--- src/rtl/jk_mod_counter_pkg.sv ---
// -----------------------------------------------------------------------------
// jk_pkg : shared definitions for the JK modulo counter.
//   jk_cmd_t    2-bit per-bit command {J,K}
//   JK_HOLD/CLR/SET/TGL command encodings
//   jk_target() maps a desired bit value to the set/clear command that
//               forces the cell to that value regardless of its current state
// -----------------------------------------------------------------------------
package jk_pkg;

    typedef logic [1:0] jk_cmd_t;

    localparam jk_cmd_t JK_HOLD = 2'b00;
    localparam jk_cmd_t JK_CLR  = 2'b01;
    localparam jk_cmd_t JK_SET  = 2'b10;
    localparam jk_cmd_t JK_TGL  = 2'b11;

    function automatic jk_cmd_t jk_target(input logic b);
        return b ? JK_SET : JK_CLR;
    endfunction

endpackage

--- src/rtl/jk_cell.sv ---
// -----------------------------------------------------------------------------
// jk_cell : single-bit JK storage element.
//   CLK    rising-edge clock
//   RST    asynchronous active-high reset (o_q -> 0)
//   i_cmd  {J,K}: 00 hold, 01 clear, 10 set, 11 toggle
//   o_q    stored bit
// -----------------------------------------------------------------------------
module jk_cell
    import jk_pkg::*;
(
    input  logic    CLK,
    input  logic    RST,
    input  jk_cmd_t i_cmd,
    output logic    o_q
);

    logic r_q;

    always_ff @(posedge CLK or posedge RST) begin
        if (RST) begin
            r_q <= 1'b0;
        end else begin
            case (i_cmd)
                JK_CLR:  r_q <= 1'b0;
                JK_SET:  r_q <= 1'b1;
                JK_TGL:  r_q <= ~r_q;
                default: r_q <= r_q;
            endcase
        end
    end

    assign o_q = r_q;

endmodule

--- src/rtl/jk_mod_counter.sv ---
// -----------------------------------------------------------------------------
// jk_mod_counter : modulo-MOD up/down counter built from W jk_cell instances.
//   CLK   rising-edge clock
//   RST   asynchronous active-high reset (Q=0, WRAP=0)
//   EN    count enable
//   UP    direction, 1 = increment, 0 = decrement
//   LOAD  synchronous load of D (clamped to MOD-1), beats EN
//   D     load value
//   Q     registered count, always < MOD
//   TC    combinational terminal count for the current direction
//   WRAP  registered pulse in the cycle after a wrap
//   SAT   (only with JK_MOD_COUNTER_SAT_EN) registered saturation flag
// Build option: define JK_MOD_COUNTER_SAT_EN to saturate at the terminal count
// instead of wrapping; WRAP then stays 0 and the SAT port is added.
// -----------------------------------------------------------------------------
module jk_mod_counter
    import jk_pkg::*;
#(
    parameter int W   = 4,
    parameter int MOD = 10
) (
    input  logic         CLK,
    input  logic         RST,
    input  logic         EN,
    input  logic         UP,
    input  logic         LOAD,
    input  logic [W-1:0] D,
    output logic [W-1:0] Q,
    output logic         TC,
`ifdef JK_MOD_COUNTER_SAT_EN
    output logic         SAT,
`endif
    output logic         WRAP
);

    localparam logic [W:0]   C_MOD = (W+1)'(MOD);
    localparam logic [W-1:0] C_MAX = W'(MOD - 1);

    logic [W-1:0]      w_ld;
    logic [W-1:0]      w_ones;   // w_ones[i]:  all bits below i are 1
    logic [W-1:0]      w_zeros;  // w_zeros[i]: all bits below i are 0
    logic [W-1:0][1:0] w_cmd;
    logic              r_wrap;

    // Clamp keeps Q in range, so the counter can never leave 0..MOD-1.
    assign w_ld = ({1'b0, D} >= C_MOD) ? C_MAX : D;

    assign TC = UP ? (Q == C_MAX) : (Q == '0);

    // Ripple-carry / ripple-borrow enables for the toggle chain.
    assign w_ones[0]  = 1'b1;
    assign w_zeros[0] = 1'b1;
    for (genvar i = 1; i < W; i++) begin : g_chain
        assign w_ones[i]  = w_ones[i-1]  &  Q[i-1];
        assign w_zeros[i] = w_zeros[i-1] & ~Q[i-1];
    end

    always_comb begin
        for (int i = 0; i < W; i++) begin
            w_cmd[i] = JK_HOLD;
            if (LOAD) begin
                w_cmd[i] = jk_target(w_ld[i]);
            end else if (EN) begin
                if (TC) begin
`ifdef JK_MOD_COUNTER_SAT_EN
                    w_cmd[i] = JK_HOLD;
`else
                    // Wrap is an explicit forced value, not a toggle, so it
                    // also works when MOD is not a power of two.
                    w_cmd[i] = UP ? JK_CLR : jk_target(C_MAX[i]);
`endif
                end else if (UP ? w_ones[i] : w_zeros[i]) begin
                    w_cmd[i] = JK_TGL;
                end
            end
        end
    end

    for (genvar i = 0; i < W; i++) begin : g_bit
        jk_cell u_cell (
            .CLK   (CLK),
            .RST   (RST),
            .i_cmd (w_cmd[i]),
            .o_q   (Q[i])
        );
    end

    always_ff @(posedge CLK or posedge RST) begin
        if (RST) begin
            r_wrap <= 1'b0;
        end else begin
`ifdef JK_MOD_COUNTER_SAT_EN
            r_wrap <= 1'b0;
`else
            r_wrap <= ~LOAD & EN & TC;
`endif
        end
    end

    assign WRAP = r_wrap;

`ifdef JK_MOD_COUNTER_SAT_EN
    logic r_sat;

    // While saturated Q sits at the terminal value of the direction that
    // saturated it, so any count that is not at TC is an opposite-direction
    // count and releases the flag.
    always_ff @(posedge CLK or posedge RST) begin
        if (RST) begin
            r_sat <= 1'b0;
        end else if (LOAD) begin
            r_sat <= 1'b0;
        end else if (EN) begin
            r_sat <= TC;
        end
    end

    assign SAT = r_sat;
`endif

endmodule

--- config.mk ---
export PLATFORM = sky130hd
export DESIGN_NAME = jk_mod_counter
export DESIGN_NICKNAME = d
export VERILOG_FILES = /design/src/rtl/jk_mod_counter_pkg.sv /design/src/rtl/jk_cell.sv /design/src/rtl/jk_mod_counter.sv
export SDC_FILE = /design/constraint.sdc
export NUM_CORES = 1
export LEC_CHECK = 0
export CORE_AREA = 2 2 39 41
export CTS_CLUSTER_DIAMETER = 40
export CTS_CLUSTER_SIZE = 25
export DETAILED_ROUTE_END_ITERATION = 16
export DIE_AREA = 0 0 41 43
export PLACE_DENSITY = 0.65
export SYNTH_ARGS = -nofsm -noshare
export SYNTH_HDL_FRONTEND = slang
export SYNTH_SLANG_ARGS = --single-unit
--- constraint.sdc ---
create_clock -name CLK -period 2.8 [get_ports CLK]
set_input_delay 0.28 -clock CLK [delete_from_list [all_inputs] [get_ports CLK]]
set_output_delay 0.28 -clock CLK [all_outputs]
set_load 0.01 [all_outputs]
==> impl_summary.log, run 1 <==
[metrics] number of pins exceeding their max-slew limit in the final report: 0
[metrics] largest fanout of any net on the critical path: 10
[metrics] total DRC errors in the routed layout: 0
[metrics] cell area after technology mapping: between 400 and 500 um^2
[metrics] area of combinational cells with multiple inputs: 231 um^2
[metrics] Post-Synth Adder-Cell Area: 0%
[metrics] drt via density: between 4 and 5
[metrics] time the final worst path needs with I/O delays and setup: roughly 2.2 ns
[metrics] first-pass GRT wire length: 1450 um
[metrics] count of synthesis-stage warnings from yosys: 0
[metrics] Post-Synth Simple-Gate Area: about 27%
[metrics] main combinational cell family by area after synthesis: simple AND/OR/NAND/NOR gates
[metrics] total clock buffers created by CTS: 3
[metrics] TNS Setup: 0 ns
[metrics] share of cells above drive strength 1: 7.81%
[metrics] Congestion Overflow GR: 0
[metrics] final worst-path cycle share: between 70 and 80%
[metrics] number of gates resized after cts: 0
[metrics] aggregate routed wire length: between 800 and 900 um
[metrics] sink count of the clock tree: 5
[metrics] unrepaired setup endpoints after global routing: no
[metrics] final HPWL from detailed placement: 670 um
[metrics] number of top-level pins: 15
[metrics] slew at the pin closest to its max-slew limit: ~0.37 ns
[metrics] GR Layer Usage met3: 6.28%
[metrics] met2 layer usage reported by global route: between 15 and 20%
[metrics] fraction of power spent switching nets: between 30% and 40%
[metrics] area post-placement: 524 um^2
[metrics] power dissipated by switching net loads: 0.0000766 W
[metrics] design internal power: around 0.00018 W
[metrics] required time at the endpoint of the critical path: 2.52 ns
[metrics] effective utilization at floorplan: 31.1%
[metrics] post-route cell area: 551 um^2
[metrics] gate count of the mapped netlist: 55
[metrics] non-filler instance count after layout: 80
[metrics] top cell family by delay on the critical path: buffers and inverters
[metrics] CTS tree: built
[metrics] run status: completed
[metrics] Worst path slowest cell: sky130_fd_sc_hd__clkdlybuf4s50_1
[metrics] share of power burned in registers: a little under two fifths
[metrics] number of distinct library cells after synthesis: 27
[metrics] clock latency of the later-clocked register in the worst-skew pair: around 0.24 ns
[metrics] final layout net count: 74
[metrics] largest net degree at the start of global routing: 12
[metrics] type of the most critical hold path: input pin to async pin
[metrics] count of final setup violators: 0
[metrics] Clock transition at path regs: roughly 0.04 ns
[metrics] kind of end point of the critical path: output port
[metrics] achievable frequency: about 0.45 GHz
[metrics] CP peak stage delay: 0.56 ns
[metrics] area fraction in compound gates after synthesis: 22.4%
[metrics] Die Area: around 1800 um^2
[metrics] area added between synthesis and finish: 27.9%
[metrics] Cell Pwr Density: around 460 nW/um^2
[metrics] Final Power: 0.000254 W
[metrics] height of the die: ~43 um
[metrics] Worst Path Arrival: 1.94 ns
[metrics] worst setup path class: input pin to output port
[metrics] Hold Vio Cnt, Final: 0
[metrics] number of levels in the clock H-tree: 1
[metrics] vias in the first global route: approximately 350
[metrics] maximum buffer depth of the clock tree: 2
[metrics] Logic pwr share: between 20% and 30%
[metrics] max_cap viols: 0
[metrics] average wire length per cell after detail routing: roughly 11 um
[metrics] die outline width: between 40 and 50 um
[metrics] diode count: 0
[metrics] Placer Congestion: 0.791
[metrics] fillcell total: 154
[metrics] worst setup margin: 0.579 ns
[metrics] number of antenna violations at the first check in global routing: 0
[metrics] count of buffers added by post-CTS timing repair for setup: 0
[metrics] met1 routing resource usage after global routing: between 15 and 20%
[metrics] post-synthesis xor/xnor area fraction: 4.07%
[metrics] number of optimization iterations in the first detailed-route pass: 4
[metrics] post-synthesis net count: 64
[metrics] fraction of the yosys area taken by sequential cells: between 20% and 30%
[metrics] violation count after the first detailed-routing iteration: 19
[metrics] worst slew slack as a fraction of its limit: 75.2%
[metrics] Cell Count Post-Placement: between 70 and 80
[metrics] relative contribution of the clock network to total power: ~32%
[metrics] Antenna Nets Post-Route: 0
[metrics] total track usage: approximately an eighth
[metrics] buffers plus inverters on the worst setup path: 2
[metrics] hold-fix buffer count after cts: 0
[metrics] Top Usage Layer GRT: met2
[metrics] Synth Register Bits: 5
[metrics] leakage dissipation: approximately 0.23 nW
[metrics] number of standard-cell rows in the floorplan: 14
[metrics] sequential cell area: 125 um^2
[metrics] launching element type of the critical path: input pin
[metrics] Worst Setup Slack post-DPL: 0.572 ns
[metrics] VDD IR-drop max: approximately 200 uV
[metrics] mean instance size in the synthesized netlist: a little under 8 um^2
[metrics] buffer cell driving the clock tree root: sky130_fd_sc_hd__clkbuf_4
[metrics] input/output buffers: 14
[metrics] clock skew after layout: between 0.0009 and 0.001 ns
[metrics] cell-by-cell listing of the critical path: clkdlybuf4s50_1 > or3_1 > a21boi_1 > clkdlybuf4s50_1
[metrics] most prevalent standard cell on the critical path: sky130_fd_sc_hd__clkdlybuf4s50_1
[metrics] mux contribution to synthesized area: 0%
[metrics] placeable core area: approximately 1400 um^2
[metrics] vias: just under 400
==> metal layers <==
metal,routed length (um),up-vias
met5,0,-
met4,0,0
met3,84,0
met2,387,18
met1,395,171
li1,-,203
==> path summary, 6_finish.rpt <==
check	endpoint	slack [ns]	cells past startpoint	startpoint
min	g_bit[3].u_cell.o_q	0.24	2	RST
max in group asynchronous	g_bit[2].u_cell.o_q	2.40	2	RST
max reg2reg	g_bit[2].u_cell.o_q	1.24	4	g_bit[0].u_cell.o_q
max	TC	0.58	4	UP
min reg2reg	g_bit[3].u_cell.o_q	0.74	2	g_bit[3].u_cell.o_q
min in group CLK	g_bit[2].u_cell.o_q	0.65	3	D[2]
==> metrics by stage <==
step / utilization [%] / hold slack [ns]
global route: 39.8 / 0.254
finish: 39.8 / 0.239
global placement: 37.9 / 0.492
CTS: 39.8 / 0.238
detailed placement: 37.9 / 0.488
floorplan: - / 0.0585
==> flip-flops by register name, indices dropped and copies added (netlist names) <==
name / cells
WRAP: 1
g_bit.u_cell.o_q: 4
==> power groups by stage <==
stage | clock network [W] | logic, W | registers (W)
6_report | 0.0000816 | 0.0000759 | 0.0000967
5_1_grt | 0.0000916 | 0.0000845 | 0.0000987
4_1_cts | 0.0000854 | 0.0000765 | 0.0000964
3_5_place_dp | 0 | 0.0000761 | 0.0000975
3_3_place_gp | 0 | 0.0000752 | 0.0000972
2_1_floorplan | 0 | 0.0000670 | 0.0000875
==> cell families (layout without fill, tap and decap cells) <==
logic type / Yosys count / count (layout)
DFF: 5 / 5
buffers and inverters: 11 / 20
xor gates and xnor gates: 2 / 2
and+or+nand+nor: 22 / 22
AOI/OAI and AO/OA: 15 / 15
==> final cells by class <==
cell class | count | share of cell area (%)
multi-input combinational | 39 | 42.0
timing repair buffer | 14 | 25.5
sequential | 5 | 22.7
clock buffer | 4 | 4.77
tap | 16 | 3.64
inverter | 2 | 1.36
==> Yosys cell counts <==
cell type / number / area (um^2)
sky130_fd_sc_hd__a22oi_1: 1 / 7.51
sky130_fd_sc_hd__nand4_1: 1 / 6.26
sky130_fd_sc_hd__o21ai_0: 2 / 10.0
sky130_fd_sc_hd__nor3_1: 1 / 5.00
sky130_fd_sc_hd__and2b_1: 1 / 7.51
sky130_fd_sc_hd__nand2b_1: 2 / 12.5
sky130_fd_sc_hd__dfrtp_1: 5 / 125
sky130_fd_sc_hd__or3_1: 1 / 6.26
sky130_fd_sc_hd__nand3_1: 2 / 10.0
sky130_fd_sc_hd__a32oi_1: 1 / 8.76
sky130_fd_sc_hd__nand2_1: 7 / 26.3
sky130_fd_sc_hd__and3b_1: 1 / 8.76
sky130_fd_sc_hd__nor2_1: 4 / 15.0
sky130_fd_sc_hd__o21ai_1: 3 / 15.0
sky130_fd_sc_hd__xnor2_1: 2 / 17.5
sky130_fd_sc_hd__or4_4: 1 / 11.3
sky130_fd_sc_hd__inv_1: 2 / 7.51
sky130_fd_sc_hd__buf_2: 2 / 10.0
sky130_fd_sc_hd__buf_4: 4 / 30.0
sky130_fd_sc_hd__clkbuf_1: 1 / 3.75
sky130_fd_sc_hd__o31ai_2: 1 / 12.5
sky130_fd_sc_hd__a21o_1: 1 / 7.51
sky130_fd_sc_hd__nand4b_1: 1 / 8.76
sky130_fd_sc_hd__buf_6: 2 / 22.5
sky130_fd_sc_hd__a21oi_1: 4 / 20.0
sky130_fd_sc_hd__o21a_1: 1 / 7.51
sky130_fd_sc_hd__a21boi_1: 1 / 7.51
==> placed cells by master, fill, tap and decap left out <==
cell                              Yosys  layout
sky130_fd_sc_hd__or4_4                1       1
sky130_fd_sc_hd__nor3_1               1       1
sky130_fd_sc_hd__or3_1                1       1
sky130_fd_sc_hd__and2b_1              1       1
sky130_fd_sc_hd__a21o_1               1       1
sky130_fd_sc_hd__a21boi_1             1       1
sky130_fd_sc_hd__clkbuf_1             1       1
sky130_fd_sc_hd__nand2b_1             2       2
sky130_fd_sc_hd__xnor2_1              2       2
sky130_fd_sc_hd__a21oi_1              4       4
sky130_fd_sc_hd__nand4b_1             1       1
sky130_fd_sc_hd__o21ai_0              2       2
sky130_fd_sc_hd__dfrtp_1              5       5
sky130_fd_sc_hd__a22oi_1              1       1
sky130_fd_sc_hd__a32oi_1              1       1
sky130_fd_sc_hd__clkdlybuf4s50_1      0      14
sky130_fd_sc_hd__nor2_1               4       4
sky130_fd_sc_hd__and3b_1              1       1
sky130_fd_sc_hd__o31ai_2              1       1
sky130_fd_sc_hd__clkbuf_4             0       3
sky130_fd_sc_hd__o21a_1               1       1
sky130_fd_sc_hd__o21ai_1              3       3
sky130_fd_sc_hd__nand3_1              2       2
sky130_fd_sc_hd__nand4_1              1       1
sky130_fd_sc_hd__nand2_1              7       7
sky130_fd_sc_hd__inv_1                2       2
Note: power is estimated with default switching activity, not from simulation.
==> inputs of run 2 (changes only) <==
Settings changed: PLACE_DENSITY 0.65 to 0.67.
Clock period 2.8 ns to 1.9 ns, I/O delays scaled along.
==> impl_summary.log, run 2 (synthesized netlist as in run 1, its figures left out) <==
[metrics] area added between synthesis and finish: 32.8%
[metrics] cell-by-cell listing of the critical path: or3_1 > a21boi_1 > dlygate4sd2_1
[metrics] routed wire length on met2: 419 um (+8.3%)
[metrics] slew at the pin closest to its max-slew limit: 0.293 ns (-0.0799 ns)
[metrics] utilization of the core after routing: 41.3% (+1.5 points)
[metrics] leakage dissipation: 0.244 nW (+8.4%)
[metrics] maximum buffer depth of the clock tree: 2 (unchanged)
[metrics] final worst-path cycle share: between 80% and 90%
[metrics] total routed wire length on the met1 layer: 379 um (-4.1%)
[metrics] setup slack, reg-to-reg: 0.39 ns (-0.85 ns)
[metrics] clock skew after layout: 0.00496 ns (+0.00404 ns)
[metrics] violation count after the first detailed-routing iteration: 15 (-4)
[metrics] Worst Path Arrival: 1.44 ns (-0.50 ns)
[metrics] total DRC errors in the routed layout: 0 (unchanged)
[metrics] VDD IR-drop max: 312 uV (+59%)
[metrics] effective utilization at floorplan: 31.1% (unchanged)
[metrics] unrepaired setup endpoints after global routing: no
[metrics] number of top-level pins: 15 (unchanged)
[metrics] launching element type of the critical path: flip-flop
[metrics] Worst Setup Slack post-DPL: 0.0355 ns (-0.536 ns)
[metrics] sink count of the clock tree: 5 (unchanged)
[metrics] average wire length per cell after detail routing: 10.2 um (-5.9%)
[metrics] kind of end point of the critical path: output port
[metrics] worst r2r path cells: 5 (+1)
[metrics] count of buffers added by post-CTS timing repair for setup: 0 (unchanged)
[metrics] final layout net count: 77 (+4.1%)
[metrics] height of the die: 43 um (unchanged)
[metrics] largest net degree at the start of global routing: 11 (-1)
[metrics] worst setup path class: flip-flop to output port
[metrics] final HPWL from detailed placement: 672 um (+0.28%)
[metrics] placeable core area: 1380 um^2 (unchanged)
[metrics] vias in the first global route: 375 (+8.7%)
[metrics] Final Power: 0.000384 W (+51%)
[metrics] Congestion Overflow GR: 0 (unchanged)
[metrics] top cell family by delay on the critical path: flip-flops
[metrics] max_cap viols: 0 (unchanged)
[metrics] buffer cell driving the clock tree root: sky130_fd_sc_hd__clkbuf_4
[metrics] max FFs per register: 4 (unchanged)
[metrics] start of the worst register-to-register path: g_bit[0].u_cell.o_q
[metrics] routed length on met3: 47 um (-44%)
[metrics] number of optimization iterations in the first detailed-route pass: 4 (unchanged)
[metrics] buffers plus inverters on the worst setup path: 1 (-1)
[metrics] clock latency of the later-clocked register in the worst-skew pair: 0.24 ns (about the same)
[metrics] count of final setup violators: 0 (unchanged)
[metrics] commonest non-fill, non-tap cell in the layout: sky130_fd_sc_hd__clkdlybuf4s50_1
[metrics] Clock transition at path regs: 0.05 ns (about the same)
[metrics] vias: 402 (+2.6%)
[metrics] type of the most critical hold path: input pin to async pin
[metrics] number of pins exceeding their max-slew limit in the final report: 0 (unchanged)
[metrics] Die Area: 1760 um^2 (unchanged)
[metrics] Hold Vio Cnt, Final: 0 (unchanged)
[metrics] worst reg2reg endpoint: g_bit[3].u_cell.o_q
[metrics] uppermost routed layer: met3
[metrics] worst slew slack as a fraction of its limit: 80.4% (+5.3 points)
[metrics] input/output buffers: 14 (unchanged)
[metrics] worst setup margin: 0.271 ns (-0.307 ns)
[metrics] share of cells above drive strength 1: 11.9% (+4.1 points)
[metrics] TNS Setup: 0 ns (unchanged)
[metrics] WP depth: 3 (-1)
[metrics] crit path to: TC
[metrics] Cell Pwr Density: 672 nW/um^2 (+46%)
[metrics] run status: completed
[metrics] total track usage: 12.1% (-0.037 points)
[metrics] die outline width: 41 um (unchanged)
[metrics] Placer Congestion: 0.718 (-9.1%)
[metrics] diode count: 0 (unchanged)
[metrics] CP peak stage delay: 0.37 ns (-0.19 ns)
[metrics] time the final worst path needs with I/O delays and setup: 1.63 ns
[metrics] largest fanout of any net on the critical path: 2 (-8)
[metrics] first-pass GRT wire length: 1430 um (-1.4%)
[metrics] number of standard-cell rows in the floorplan: 14 (unchanged)
[metrics] total clock buffers created by CTS: 3 (unchanged)
[metrics] number of antenna violations at the first check in global routing: 0 (unchanged)
[metrics] achievable frequency: roughly 0.61 GHz
[metrics] commonest cells after routing, fill and taps aside: 13 x sky130_fd_sc_hd__clkdlybuf4s50_1, 7 x sky130_fd_sc_hd__nand2_1, 5 x sky130_fd_sc_hd__dfrtp_1
[metrics] number of levels in the clock H-tree: 1 (unchanged)
[metrics] drt via density: 4.84 (-1.2%)
[metrics] Antenna Nets Post-Route: 0 (unchanged)
[metrics] required time at the endpoint of the critical path: 1.71 ns (-0.81 ns)
[metrics] crit path launch: g_bit[0].u_cell.o_q
[metrics] aggregate routed wire length: 846 um (-2.4%)
[metrics] CTS tree: built
[metrics] Worst path slowest cell: sky130_fd_sc_hd__dfrtp_1
[run 2: changes by cell type in the layout (fill, tap and decap cells not counted)]
cell                              before  now
sky130_fd_sc_hd__buf_4                 0    3
sky130_fd_sc_hd__clkdlybuf4s50_1      14   13
sky130_fd_sc_hd__dlygate4sd2_1         0    1
[run 2: worst register-to-register path, cell delays in order, from the launching register on]
cell and delay, ns:
sky130_fd_sc_hd__dfrtp_1 0.37, sky130_fd_sc_hd__buf_4 0.17, sky130_fd_sc_hd__or4_4 0.52, sky130_fd_sc_hd__nand2_1 0.08, sky130_fd_sc_hd__a21oi_1 0.07, sky130_fd_sc_hd__o31ai_2 0.21
[run 2: area by class of cell]
cell class                      count  area, um^2
Sequential cell                     5         125
Clock buffer                        4        26.3
Fill cell                         151         812
Tap cell                           16        20.0
Timing Repair Buffer               17         161
Inverter                            2        7.51
Multi-Input combinational cell     39         231
[run 2: through the flow]
stage	cell area (um^2)	std cells	hold slack, ns
after CTS	572	83	0.142
after global placement	547	79	0.392
after floorplan	430	55	-0.0315
after detailed placement	547	79	0.412
final	572	83	0.147
after global routing	572	83	0.167
[run 2: per-layer routing]
metal  up-vias  GRT usage, %
met2        11          17.5
li1        211             -
met4         0          6.00
met1       180          14.9
met3         0          4.71
met5         -             0
[run 2: power breakdown]
part | total (W) | switching, W | leakage (nW) | internal [W]
Combinational | 0.000131 | 0.0000588 | 0.168 | 0.0000718
Clock | 0.000122 | 0.0000428 | 0.0150 | 0.0000793
Sequential | 0.000131 | 0.0000138 | 0.0615 | 0.000117
[run 2: how the worst min path moves through the flow]
stage / depth (start not counted) / to / slack, ns / startpoint
floorplan: 1 / WRAP / -0.03 / RST
global placement: 2 / g_bit[2].u_cell.o_q / 0.39 / RST
detailed placement: 2 / g_bit[2].u_cell.o_q / 0.41 / RST
CTS: 2 / g_bit[2].u_cell.o_q / 0.14 / RST
global route: 2 / g_bit[2].u_cell.o_q / 0.17 / RST
finish: 2 / g_bit[2].u_cell.o_q / 0.15 / RST
[run 2: repair_timing]
action                                  4_1_cts  5_1_grt
hold buffers                                  0        0
resized for setup                             1        0
hold endpoints to repair                      0        0
endpoints found under the setup margin        1        0
